File: src/rtl/sort4_seq_ctrl.sv
// Sequential 4-input descending sorter: one compare-exchange unit stepped across a 5-pair network.
// Optional swap counter port is enabled with SORT4_SWAPCNT_EN.
//
// state | meaning
// IDLE  | ready for a new operand set; slots hold the last result
// CMP   | one compare-exchange per cycle, pair chosen by r_step (0..4)
// DONE  | result valid in slots; waits for consumer handshake
module sort4_seq_ctrl #(
  parameter int WIDTH = 4
) (
  input  logic             i_clk,
  input  logic             i_rst_n,
  input  logic             i_in_valid,
  output logic             o_in_ready,
  input  logic [WIDTH-1:0] i_a,
  input  logic [WIDTH-1:0] i_b,
  input  logic [WIDTH-1:0] i_c,
  input  logic [WIDTH-1:0] i_d,
  output logic             o_out_valid,
  input  logic             i_out_ready,
  output logic [WIDTH-1:0] o_ra,
  output logic [WIDTH-1:0] o_rb,
  output logic [WIDTH-1:0] o_rc,
  output logic [WIDTH-1:0] o_rd,
  output logic             o_busy
`ifdef SORT4_SWAPCNT_EN
  ,
  output logic [2:0]       o_swap_cnt
`endif
);

  typedef enum logic [1:0] {
    S_IDLE = 2'd0,
    S_CMP  = 2'd1,
    S_DONE = 2'd2
  } state_t;

  state_t           r_state;
  state_t           w_state_nxt;
  logic [2:0]       r_step;
  logic [WIDTH-1:0] r_slot [4];
  logic [1:0]       w_x;
  logic [1:0]       w_y;
  logic [WIDTH-1:0] w_vx;
  logic [WIDTH-1:0] w_vy;
  logic             w_swap;
  logic             w_load;

  // Network pair schedule: (0,2) (1,3) (0,1) (2,3) (1,2)
  always_comb begin
    w_x = 2'd1;
    w_y = 2'd2;
    case (r_step)
      3'd0: begin w_x = 2'd0; w_y = 2'd2; end
      3'd1: begin w_x = 2'd1; w_y = 2'd3; end
      3'd2: begin w_x = 2'd0; w_y = 2'd1; end
      3'd3: begin w_x = 2'd2; w_y = 2'd3; end
      default: begin w_x = 2'd1; w_y = 2'd2; end
    endcase
  end

  assign w_vx   = r_slot[w_x];
  assign w_vy   = r_slot[w_y];
  assign w_swap = (r_state == S_CMP) && (w_vx < w_vy);

  always_ff @(posedge i_clk or negedge i_rst_n) begin
    if (!i_rst_n) begin
      r_state <= S_IDLE;
    end else begin
      r_state <= w_state_nxt;
    end
  end

  // Handshake outputs depend on the registered state only
  always_comb begin
    w_state_nxt = r_state;
    o_in_ready  = 1'b0;
    o_out_valid = 1'b0;
    o_busy      = 1'b0;
    w_load      = 1'b0;
    case (r_state)
      S_IDLE: begin
        o_in_ready = 1'b1;
        if (i_in_valid) begin
          w_load      = 1'b1;
          w_state_nxt = S_CMP;
        end
      end
      S_CMP: begin
        o_busy = 1'b1;
        if (r_step == 3'd4) begin
          w_state_nxt = S_DONE;
        end
      end
      S_DONE: begin
        o_busy      = 1'b1;
        o_out_valid = 1'b1;
        if (i_out_ready) begin
          w_state_nxt = S_IDLE;
        end
      end
      default: begin
        w_state_nxt = S_IDLE;
      end
    endcase
  end

  always_ff @(posedge i_clk or negedge i_rst_n) begin
    if (!i_rst_n) begin
      r_step <= 3'd0;
    end else if (w_load) begin
      r_step <= 3'd0;
    end else if ((r_state == S_CMP) && (r_step != 3'd4)) begin
      r_step <= r_step + 3'd1;
    end
  end

  always_ff @(posedge i_clk or negedge i_rst_n) begin
    if (!i_rst_n) begin
      for (int i = 0; i < 4; i++) begin
        r_slot[i] <= '0;
      end
    end else if (w_load) begin
      r_slot[0] <= i_a;
      r_slot[1] <= i_b;
      r_slot[2] <= i_c;
      r_slot[3] <= i_d;
    end else if (w_swap) begin
      r_slot[w_x] <= w_vy;
      r_slot[w_y] <= w_vx;
    end
  end

  assign o_ra = r_slot[0];
  assign o_rb = r_slot[1];
  assign o_rc = r_slot[2];
  assign o_rd = r_slot[3];

`ifdef SORT4_SWAPCNT_EN
  logic [2:0] r_swap_cnt;

  always_ff @(posedge i_clk or negedge i_rst_n) begin
    if (!i_rst_n) begin
      r_swap_cnt <= 3'd0;
    end else if (w_load) begin
      r_swap_cnt <= 3'd0;
    end else if (w_swap) begin
      r_swap_cnt <= r_swap_cnt + 3'd1;
    end
  end

  assign o_swap_cnt = r_swap_cnt;
`endif

endmodule

File: config.mk
export PLATFORM = sky130hd
export DESIGN_NAME = sort4_seq_ctrl
export DESIGN_NICKNAME = d
export VERILOG_FILES = /design/src/rtl/sort4_seq_ctrl.sv
export SDC_FILE = /design/constraint.sdc
export NUM_CORES = 1
export LEC_CHECK = 0
export CELL_PAD_IN_SITES_DETAIL_PLACEMENT = 2
export CELL_PAD_IN_SITES_GLOBAL_PLACEMENT = 2
export CORE_ASPECT_RATIO = 1.2
export CORE_UTILIZATION = 27
export DETAILED_ROUTE_END_ITERATION = 6
export PLACE_DENSITY = 0.79
export SYNTH_ARGS = -nofsm -noshare
export SYNTH_HDL_FRONTEND = slang
export SYNTH_SLANG_ARGS = --single-unit
File: constraint.sdc
create_clock -name i_clk -period 3 [get_ports i_clk]
set_clock_uncertainty 0.1 [all_clocks]
set_input_delay 0.45 -clock i_clk [delete_from_list [all_inputs] [get_ports i_clk]]
set_output_delay 0.45 -clock i_clk [all_outputs]
set_load 0.05 [all_outputs]
-- Word level (Yosys, flattened, before mapping)
Cells that the tools add are included.
- register bits after elaboration: 21
- word-level logic and storage cells: 63
- RAM bits: 0
- bits in read-only memories: 0
- latch bits: 0
- memories kept: 0
- output and inout port bits: 19
- equal/unequal tests: 10
- $add $sub $neg: 1
- shift-type cells: 0
- reduce and logical (&&, ||, !) cells: 12
- $mul: 0
- div/mod/pow operators: 0
- mux-type cells: 27
- $lt $le $gt $ge: 5
- bitwise logic cells: 2
- operator list (operator ; count):
    bitwise mux 16 bit ; 2
    2-to-1 mux 16 bit ; 2
    2-to-1 mux 4 bit ; 6
    binary-select mux 4 bit (select 2 bit) ; 2
    demux 4 bit (select 2 bit) ; 2
    case mux 2 bit (2 select lines) ; 2
    equality test 3 x 2 -> 1 bit (second input constant) ; 2
    >= comparator 3 bit (second input constant) ; 2
    less-than comparator 3 x 1 -> 1 bit (second input constant) ; 2
    2-to-1 mux 2 bit ; 3
    2-to-1 mux 3 bit ; 2
    inverter 2 -> 3 bit ; 2
    case mux 2 bit (3 select lines) ; 1
    OR reduction 2 bit ; 3
    2-to-1 mux 1 bit ; 5
    logical AND 1 bit ; 4
    less-than comparator 4 bit ; 1
    inequality test 2 bit (second input constant) ; 2
    nonzero test 2 bit ; 2
    adder 3 x 1 -> 3 bit (second input constant) ; 1
    equality test 3 x 1 -> 1 bit (second input constant) ; 1
    equality test 3 bit (second input constant) ; 1
    zero test 3 bit ; 1
    inequality test 3 bit (second input constant) ; 1
    other kinds (5) ; 5

-- Logic depth before layout (Yosys ltp)
- depth after elaboration: 12
- mapped depth: 16
- mapped depth without buffers: 15

-- Worst setup path after synthesis
Ideal clock, no wire load.
- path kind: reg-to-reg
- start: register r_step[0]
- end: register r_slot, in the netlist o_rb[1]
- data required time: 2.768 ns
- path buffers: 1
- path slack: -0.295 ns
- stages on the path, launching flop included: 13
- arrival time: 3.063 ns
- cell sequence: dfrtp_1 inv_1 ha_1 o21ba_2 nor2_1 buf_2 mux4_1 ha_1 a41o_2 o221a_4 nor4_4 mux2i_1 o21ai_1
- word-level cells in the longest chain between the ends: 12
- elaborated cells between the ends (all ways): 33
- those cells by class: 5 x order compare; 3 x eq/ne; 16 x mux; 2 x bitwise; 7 x reduce/logical
- RTL lines (element ; line ; text):
    start, declared ; 40 ; logic [2:0] r_step;
    start signal, assigned ; 114 ; r_step <= r_step + 3'd1;
    equality test 3 x 2 -> 1 bit or zero test 3 bit (tied branches) ; 53 ; case (r_step)
    OR reduction 2 bit (no line) ; n/a ;
    case mux 2 bit (2 select lines) ; 53 ;
    inverter 2 -> 3 bit (implied by the code) ; 62, 129 ;
    >= comparator 3 bit (implied by the code) or less-than comparator 3 x 1 -> 1 bit (tied branches) ; 129 ; r_slot[w_x] <= w_vy;
    logical AND 1 bit (implied by the code) ; 129 ;
    2-to-1 mux 4 bit (implied by the code) ; 129 ;
    demux 4 bit (select 2 bit) ; 129 ;
    bitwise mux 16 bit ; 129 ;
    bitwise mux 16 bit ; 130 ; r_slot[w_y] <= w_vx;
    2-to-1 mux 16 bit ; 128 ; end else if (w_swap) begin
    2-to-1 mux 16 bit ; 123 ; end else if (w_load) begin
    end signal, assigned by index ; 129 ;
    end signal, assigned by index ; 130 ;
    end, declared ; 41 ; logic [WIDTH-1:0] r_slot [4];
Several ways; a longest one is shown, not always the timed one. The select of a mux whose other input is x is not followed.
A chain may end at the register's enable or synchronous reset.

-- Final worst setup path
- start: register r_step[0]
- end: register r_slot, in the netlist o_rb[3]
The elaborated chain is that of the path after synthesis.

==> flow_summary.ini <==
[timing]
fmaxAchievable_mhz = 308.5
slew_headroom = 0.4527
rsz0062_at_grt = true
post-route-period-util = 1.081
hold_violations = 0
final-setup-viol-count = 16
fin_setup_tns_ns = -3.129
min_period_ns = 3.242
worst_slew_pin_slew_ns = 0.8123
fin_ws_ns = -0.2418
drv_slew = 0

[yosys]
synth-xor-area-share = 0.004996
synth_cell_type_count = 46
synth_edf_count = 0
async_reset_ff_frac = 1.000
syn_area_mm2 = 0.001753
synth-adder-area-share = 0.07852
yosys_register_bits = 21
synth-compound-area-share = 0.2455
yosysWarningCount = 0
synth-main-ff-cell = dfrtp_1
syn_nets = 228
synth_top_family_by_area = compound AO/OA/AOI/OAI gates
netlist_instances = 197
ys_seq_area_frac = 0.2998
synth_mux_area_frac = 0.1235
yosys.area_share.simple = 0.1842
avgSynthCellArea_um2 = 8.898

[floorplan]
start_util = 0.2842
die_area_mm2 = 0.006820
ioPinCount = 39
core_mm2 = 0.006167
fp-row-count = 31
die_h_um = 90.27
die_w_um = 75.56

[clock_network]
root_buffer = clkbuf_8
cts_buffers = 3
cts_max_level = 1
cts_buffer_depth = 2
clock-sinks = 21
clock_latency_ns = 0.28
cts.clk_slew.worst_paths_ns = 0.09
cts_tree = built

[setup_path]
cp_slowest_stage_delay_ns = 0.47
cp.depth = 15
worstPathCellList = inv_4, ha_4, buf_4, nand2b_4, mux2i_1, nand2_1, and2_4, inv_2, ha_4, a41o_4, o221a_4, nor4_4, buf_4, mux2i_1, o21ai_1
worstSetupPathType = reg -> reg
crit_path_end_kind = register
r2r_cells = 15
critPathLaunchType = register
cp_data_arrival_time_ns = 3.27
crit_path_top_delay_cell = dfrtp_2
regToRegSetupSlack_ns = -0.24
critical_path_buf_inv_count = 4
reg2reg_from = r_step[0]$_DFFE_PN0P_
path_max_fanout = 4
critPathRequiredTime_ns = 3.03
reg2reg_to = o_rb[3]$_DFFE_PN0P_
cp_top_family = compound AO/OA/AOI/OAI gates

[route]
antenna_left = 0
wire_per_inst_um = 25.29
vias_per_cell = 5.619
drc_errors = 0
first_pass_iters = 4
drt_iter0_markers = 152
dr_total_vias = 2062
wl_um = 9280

[global_route]
grtUsageTotal = 0.2643
grt_pass1_wl_um = 13220
grt_max_degree = 22
antenna_found_initial = 0
grt_pass1_vias = 2279
overflow = 0

[layout]
layout_common_cells = 49 x buf_4, 38 x clkdlybuf4s50_1, 19 x dfrtp_1
drive_above_1_share = 0.4000
layout_commonest_cell = buf_4
layout.nets = 317
antenna_cells = 0
area_delta_synth_final_pct = 66.10
final_core_util = 0.4721
stdcell_area_mm2 = 0.002912

[placement]
post-dp-hpwl_um = 6012
io_buffers = 38
place_congestion = 0.9022
placed_cell_area_mm2 = 0.002586

[run_status]
violations = setup timing
status = finished, violations left

[job]
maxCapViolations = 0

[worst_hold_path]
hold_path.class = in -> async
==> state kept, by name, summed over array words and instances, names as in the netlist <==
register  flops
o_rc          4
o_ra          4
r_step        3
r_state       2
o_rb          4
o_rd          4
==> worst max path at each step <==
stage	startpoint	endpoint	slack (ns)
floorplan	r_step[0]$_DFFE_PN0P_	o_rb[1]$_DFFE_PN0P_	-0.08
global placement	r_step[0]$_DFFE_PN0P_	o_ra[2]$_DFFE_PN0P_	-0.27
detailed placement	r_step[0]$_DFFE_PN0P_	o_ra[1]$_DFFE_PN0P_	-0.43
CTS	r_step[0]$_DFFE_PN0P_	o_rb[1]$_DFFE_PN0P_	-0.13
global route	r_step[0]$_DFFE_PN0P_	o_rb[3]$_DFFE_PN0P_	-0.31
finish	r_step[0]$_DFFE_PN0P_	o_rb[3]$_DFFE_PN0P_	-0.24
==> layout make-up <==
class	instances	area, um^2
multi-input cells	149	1346
clock inverters	1	5.005
clock buffers	3	41.29
inverters	18	72.57
repair buffers	93	815.8
flip-flops and latches	21	528.0
fillers	658	3256
well taps	82	102.6
==> Yosys cell counts, drive strengths merged (4+ instances only) <==
cell type | instances | area (um^2)
dfrtp | 21 | 525.5
nor2 | 19 | 71.32
inv | 18 | 67.56
a21oi | 15 | 75.07
o21ai | 15 | 75.07
nand2 | 14 | 52.55
ha | 11 | 137.6
mux2i | 10 | 100.1
nand3 | 9 | 45.04
o221a | 8 | 98.85
o22ai | 7 | 43.79
clkbuf | 6 | 22.52
a22o | 4 | 35.03
mux4 | 4 | 101.4
nand2b | 4 | 25.02
==> worst reg2reg max path, cell delays in order (launching register included) <==
cell	delay, ns
dfrtp_2	0.47
inv_4	0.07
ha_4	0.17
buf_4	0.14
nand2b_4	0.08
mux2i_1	0.29
nand2_1	0.12
and2_4	0.18
inv_2	0.06
ha_4	0.20
a41o_4	0.22
o221a_4	0.28
nor4_4	0.17
buf_4	0.20
mux2i_1	0.25
o21ai_1	0.09
==> cells by family (layout without fill, tap and decap cells) <==
family,after synthesis,after routing
compound gates,61,61
fa+ha+maj,11,11
mux,15,15
simple gates,61,61
buf+inv,27,115
xor+xnor,1,1
flops,21,21
==> repair_timing <==
item / CTS / global route
gates cloned: 0 / 0
endpoints found under the hold margin: 0 / 0
hold buffers: 0 / 0
setup endpoints to repair: 16 / 16
pin swaps: 9 / 3
buffers inserted: 7 / 3
resized for setup: 28 / 18
==> routing by layer <==
layer	share of wire	global-route usage	routed length (um)
met1	0.41	0.3514	3827
met2	0.52	0.4479	4829
met3	0.033	0.02455	310
met4	0.034	0.06944	313
met5	0	0	0
==> metrics by stage <==
step | hold WS, ns | setup slack [ns] | std cells
2_1_floorplan | 0.05441 | -0.07923 | 197
3_3_place_gp | 0.3971 | -0.2682 | 353
3_5_place_dp | 0.4297 | -0.4347 | 353
4_1_cts | 0.4505 | -0.1259 | 364
5_1_grt | 0.4424 | -0.3103 | 367
6_report | 0.4226 | -0.2418 | 367
Power is not shown: default switching activity piles up to over one toggle a cycle in this logic, so the estimate is an artifact.
